**src/rtl/snes_gamepad_if.sv**
```systemverilog
// Pad-side signal bundle between the SNES gamepad reader and the board pins/LEDs.
// The master modport belongs to the reader; the slave modport is the pad/board side.
interface snes_gamepad_if;
  logic        snes_data;
  logic        snes_latch;
  logic        snes_clk;
  logic [15:0] led;

  modport master (
    input  snes_data,
    output snes_latch,
    output snes_clk,
    output led
  );

  modport slave (
    output snes_data,
    input  snes_latch,
    input  snes_clk,
    input  led
  );
endinterface

```
**src/rtl/snes_gamepad_top.sv**
```systemverilog
// SNES gamepad reader: polls the pad with latch/clock strobes and shows the
// 16 pressed-button bits (inverted active-low data) on the LEDs once per frame.
module snes_gamepad_top #(
  parameter int POLL_CYCLES  = 1666667,
  parameter int LATCH_CYCLES = 1200,
  parameter int HALF_CYCLES  = 600
) (
  input  logic            clk,
  input  logic            rst,
  snes_gamepad_if.master  pad
);

  localparam int CNT_W = $clog2(POLL_CYCLES);

  typedef enum logic [1:0] {IDLE, LATCH, CLK_LOW, CLK_HIGH} state_t;

  state_t           state_reg;
  logic [CNT_W-1:0] poll_cnt_reg;
  logic [CNT_W-1:0] phase_cnt_reg;
  logic [3:0]       bit_idx_reg;
  logic [15:0]      shift_reg;
  logic [15:0]      led_reg;
  logic             sync1_reg;
  logic             sync2_reg;
  logic             latch_reg;
  logic             sclk_reg;

  logic poll_start;
  logic latch_done;
  logic half_done;

  assign poll_start = (poll_cnt_reg == '0);
  assign latch_done = (phase_cnt_reg == CNT_W'(LATCH_CYCLES - 1));
  assign half_done  = (phase_cnt_reg == CNT_W'(HALF_CYCLES - 1));

  // Free-running period counter; a frame may only begin when it reads zero.
  always_ff @(posedge clk or posedge rst) begin
    if (rst) begin
      poll_cnt_reg <= '0;
    end else if (poll_cnt_reg == CNT_W'(POLL_CYCLES - 1)) begin
      poll_cnt_reg <= '0;
    end else begin
      poll_cnt_reg <= poll_cnt_reg + 1'b1;
    end
  end

  always_ff @(posedge clk or posedge rst) begin
    if (rst) begin
      sync1_reg <= 1'b1;
      sync2_reg <= 1'b1;
    end else begin
      sync1_reg <= pad.snes_data;
      sync2_reg <= sync1_reg;
    end
  end

  always_ff @(posedge clk or posedge rst) begin
    if (rst) begin
      state_reg     <= IDLE;
      phase_cnt_reg <= '0;
      bit_idx_reg   <= 4'd0;
      shift_reg     <= 16'hFFFF;
      led_reg       <= 16'h0000;
      latch_reg     <= 1'b0;
      sclk_reg      <= 1'b1;
    end else begin
      case (state_reg)
        IDLE: begin
          if (poll_start) begin
            state_reg     <= LATCH;
            phase_cnt_reg <= '0;
            latch_reg     <= 1'b1;
            sclk_reg      <= 1'b1;
          end
        end
        LATCH: begin
          if (latch_done) begin
            state_reg     <= CLK_LOW;
            phase_cnt_reg <= '0;
            bit_idx_reg   <= 4'd0;
            latch_reg     <= 1'b0;
            sclk_reg      <= 1'b0;
          end else begin
            phase_cnt_reg <= phase_cnt_reg + 1'b1;
          end
        end
        CLK_LOW: begin
          // Sample at the very end of the low phase, when the pad data is most settled.
          if (half_done) begin
            shift_reg[bit_idx_reg] <= sync2_reg;
            state_reg              <= CLK_HIGH;
            phase_cnt_reg          <= '0;
            sclk_reg               <= 1'b1;
          end else begin
            phase_cnt_reg <= phase_cnt_reg + 1'b1;
          end
        end
        CLK_HIGH: begin
          if (half_done) begin
            phase_cnt_reg <= '0;
            if (bit_idx_reg == 4'd15) begin
              state_reg <= IDLE;
              led_reg   <= ~shift_reg;
            end else begin
              state_reg   <= CLK_LOW;
              bit_idx_reg <= bit_idx_reg + 4'd1;
              sclk_reg    <= 1'b0;
            end
          end else begin
            phase_cnt_reg <= phase_cnt_reg + 1'b1;
          end
        end
        default: begin
          state_reg <= IDLE;
        end
      endcase
    end
  end

  assign pad.snes_latch = latch_reg;
  assign pad.snes_clk   = sclk_reg;
  assign pad.led        = led_reg;

endmodule

```
**src/flat_wrapper.sv**
```systemverilog
// flat-port wrapper written by rule: the top's interface ports become plain ports
module snes_gamepad_top_flat 
#(
  parameter int POLL_CYCLES  = 1666667,
  parameter int LATCH_CYCLES = 1200,
  parameter int HALF_CYCLES  = 600
)
  (clk, rst, pad_snes_data, pad_snes_latch, pad_snes_clk, pad_led);
  snes_gamepad_if pad_i ();
  input  logic clk;
  input  logic rst;
  input wire logic [$bits(pad_i.snes_data)-1:0] pad_snes_data;
  output wire logic [$bits(pad_i.snes_latch)-1:0] pad_snes_latch;
  output wire logic [$bits(pad_i.snes_clk)-1:0] pad_snes_clk;
  output wire logic [$bits(pad_i.led)-1:0] pad_led;
  assign pad_i.snes_data = pad_snes_data;
  assign pad_snes_latch = pad_i.snes_latch;
  assign pad_snes_clk = pad_i.snes_clk;
  assign pad_led = pad_i.led;
  snes_gamepad_top #(.POLL_CYCLES(POLL_CYCLES), .LATCH_CYCLES(LATCH_CYCLES), .HALF_CYCLES(HALF_CYCLES)) u_core (.clk(clk), .rst(rst), .pad(pad_i));
endmodule
```
**config.mk**
```make
export PLATFORM = sky130hd
export DESIGN_NAME = snes_gamepad_top_flat
export DESIGN_NICKNAME = d
export VERILOG_FILES = /design/src/rtl/snes_gamepad_if.sv /design/src/rtl/snes_gamepad_top.sv /design/src/flat_wrapper.sv
export SDC_FILE = /design/constraint.sdc
export NUM_CORES = 1
export LEC_CHECK = 0
export BUFFER_PORTS_ARGS = -buffer_cell sky130_fd_sc_hd__buf_2
export CORE_UTILIZATION = 30
export DETAILED_ROUTE_END_ITERATION = 12
export PLACE_DENSITY_LB_ADDON = 0.12
export RECOVER_POWER = 25
export SYNTH_ARGS = -nofsm -noshare
export SYNTH_HDL_FRONTEND = slang
export SYNTH_SLANG_ARGS = --single-unit
```
**constraint.sdc**
```tcl
create_clock -name clk -period 2.6 [get_ports clk]
set_clock_uncertainty 0.05 [all_clocks]
set_input_delay 0.13 -clock clk [delete_from_list [all_inputs] [get_ports clk]]
set_output_delay 0.13 -clock clk [all_outputs]
set_load 0.03 [all_outputs]
```
==> out/results.tsv <==
stage	metric	value	unit
yosys	post-synthesis cell count	447	
power_and_ir_drop	Logic pwr share	1.1	%
routing	DRC Markers	0	
timing	Min Hold Slack	0.307	ns
power_and_ir_drop	clock network power share	49.9	%
power_and_ir_drop	P_sw	0.611	mW
yosys	post-synthesis cell area	0.00434	mm2
clock_network	Clock transition at path regs	0.07	ns
critical_path	data arrival time of the critical path	2.52	ns
critical_path	Slowest-stage cell, CP	or4b_2	
timing	final critical-path required period	2.35	ns
yosys	synth unique cells	52	
critical_path	crit end category	flop	
outcome	outcome	finished clean	
timing	worst-margin pin slew	1.17	ns
critical_path	Critical Path RT	2.77	ns
cells_and_area	most common cell after layout, fill and taps aside	dfrtp_1	
routing	WL/cell	14.8	um
floorplan	core area	0.0140	mm2
clock_network	total CTS buffers	9	
clock_network	H-tree depth	3	
grt	gr ovfl total	0	
timing	Final setup viols	0	
floorplan	# IOs	21	
clock_network	post-CTS setup buffers	0	
power_and_ir_drop	internal power	2.07	mW
timing	Pins Over Slew Limit	0	
power_and_ir_drop	overall power	2.68	mW
hold_path	worst hold-check path type	flop to flop	
placed_design	area post-placement	0.00468	mm2
power_and_ir_drop	Sw Share	22.8	%
placed_design	routability cong.	0.774	
cells_and_area	final net count	482	
critical_path	CP Max Fanout	11	
routing	WL final	9.69	mm
routing	Routed Antenna Nets	0	
clock_network	CTS tree	yes	
placed_design	Placed Cells	638	
yosys	top-area cell type share of the netlist area	37.5	%
flow_run	Max-Cap Viols	0	
cells_and_area	most frequent cells in the layout	65 x dfrtp_1, 48 x nand2_1, 44 x nor2_1	
routing	drt via density	5.19	
grt	vias in the first global route	3308	
timing	Highest Clock Rate	0.425	GHz
yosys	EDFF count, synth	0	
yosys	ranking of synthesized cells by area	dfrtp_1 38%, dfstp_2 12%, nand2_1 4.2%, nand3_1 4.0%, nor2_1 3.8%	
routing	routed vias	3407	
yosys	main flop type after synthesis	dfrtp_1	
routing	DRT iter0 DRCs	184	
grt	GRT Util Overall	14.4	%
power_and_ir_drop	P_leak	2.28	nW
timing	RSZ-0062 raised after global routing	no	
cells_and_area	# diodes	0	
clock_network	Root Buffer	clkbuf_16	
floorplan	die height	122	um
cells_and_area	fillers	1433	
floorplan	Initial Utilization	31.0	%
floorplan	Die ar.	0.0149	mm2
cells_and_area	Post-Layout Cell Count	656	
yosys	syn_area_per_cell	9.70	um2
yosys	flops & latches, synth	84	
timing	relative slew slack	21.9	%
critical_path	Worst setup SP type	flop	
grt	initial antenna violation count	0	
cells_and_area	post-route cell area	0.00499	mm2
power_and_ir_drop	Power Dens Cells	538	mW/mm2
timing	final worst path period share	90.4	%
floorplan	# rows	43	
placed_design	PortBufs	20	
yosys	Ys Warns	0	
critical_path	Worst Path Class, Setup	flop to flop	
power_and_ir_drop	sequential power share	48.9	%
critical_path	CP Cell Sequence	inv_1 > ha_1 > or4b_2 > o31a_1 > buf_4 > nor2_1 > a22oi_1	
routing	Detailed Routing Iterations Pass 1	4	
clock_network	clock latency on the worst-skew pair	0.35	ns
clock_network	clk sinks	84	
grt	largest net degree at the start of global routing	85	
cells_and_area	layout cells sized above 1	18.3	%
yosys	Seq/Total Area, Yosys	49.0	%
timing	Fin. Hold Viols	0	
yosys	most area-hungry cell type in the Yosys netlist	dfrtp_1	
clock_network	maximum root-to-sink buffer count	2	
critical_path	max incr delay on CP	0.62	ns
floorplan	Die Width	122	um
cells_and_area	area delta synth->final	15.2	%
grt	first-pass GRT wire length	16.6	mm
yosys	Net Count, Synth	458	
yosys	Post-synth ARST share	100	%
timing	post-route setup TNS	0	ns
power_and_ir_drop	worst ir drop on vdd	0.000289	V
placed_design	HPWL after DPL	6.54	mm
[kinds of logic after synthesis]
| logic type | share of synthesized area, % |
|---|---|
| muxes | 4.42 |
| xor gates and xnor gates | 3.84 |
| AOI/OAI and AO/OA | 12.3 |
| buffers and inverters | 3.52 |
| adders and majority gates | 2.31 |
| DFF | 49.0 |
| and+or+nand+nor | 24.6 |
[area by class of cell]
| cell class | count | area, um2 | share of cell area [%] |
|---|---|---|---|
| flip-flops and latches | 84 | 2130 | 42.6 |
| clock inverters | 7 | 81.3 | 1.63 |
| inverters | 12 | 46.3 | 0.927 |
| clock buffers | 9 | 225 | 4.51 |
| multi-input cells | 328 | 2060 | 41.3 |
| well taps | 180 | 225 | 4.51 |
| repair buffers | 36 | 225 | 4.51 |
[worst max-delay path, delay by kind of cell (launching register included)]
family	cells	cell delay, ns
and+or+nand+nor	2	0.71
AOI/OAI and AO/OA	2	0.55
DFF	1	0.42
buffers and inverters	2	0.35
adders and majority gates	1	0.14
[repair_timing]
item                                    4_1_cts  5_1_grt
hold buffers                                  2        0
resized for setup                             0        0
endpoints found under the hold margin        66        0
endpoints found under the setup margin        0        0
[routing by layer]
layer	vias up	wire length (um)	track usage [%]
li1	1667	-	-
met1	1678	4740	19.0
met2	50	4500	22.5
met3	12	272	3.49
met4	0	175	5.95
met5	-	0	0
[path summary, 6_finish.rpt]
path                                             startpoint                                    to  slack, ns  depth (start not counted)
max in group asynchronous                               rst   u_core.phase_cnt_reg[1]$_DFFE_PP0N_       1.07                          4
min reg2reg                      u_core.sync1_reg$_DFF_PP1_            u_core.sync2_reg$_DFF_PP1_       0.31                          0
min in group asynchronous                               rst         u_core.pad.led[8]$_DFFE_PP0P_       0.70                          4
min                              u_core.sync1_reg$_DFF_PP1_            u_core.sync2_reg$_DFF_PP1_       0.31                          0
max                        u_core.poll_cnt_reg[0]$_DFF_PP0_  u_core.phase_cnt_reg[13]$_DFFE_PP0N_       0.25                          7
max reg2reg                u_core.poll_cnt_reg[0]$_DFF_PP0_  u_core.phase_cnt_reg[13]$_DFFE_PP0N_       0.25                          7
[cells in the mapped netlist, types with 5 or more instances]
master    count
nor4_1       14
nor3_1        9
nor2_1       44
a21o_1       11
o21ai_0      19
dfrtp_1      65
xor2_1        8
and3_1        8
buf_2         5
o22ai_1      10
and2_1        8
nand4_1      14
xnor2_1      11
nand2_1      48
ha_1          8
mux2_1        9
mux2_2        8
nand3_1      35
dfstp_2      19
clkbuf_1     16
inv_1        12
nor2b_1       5
[power by group through the flow]
stage                     clock network (mW)  logic, mW  registers [mW]
final                                   1.34     0.0303            1.31
after floorplan                            0     0.0204            1.34
after CTS                               1.38     0.0362            1.31
after detailed placement                   0     0.0339            1.34
after global placement                     0     0.0334            1.34
after global routing                    1.44     0.0368            1.31
[stage by stage]
step | setup WS, ns | util [%]
final | 0.249 | 35.7
after floorplan | 0.286 | -
after CTS | 0.234 | 35.8
after global placement | 0.306 | 33.4
after global routing | 0.103 | 35.7
after detailed placement | 0.263 | 33.4
Note: power is estimated with default switching activity, not from simulation.
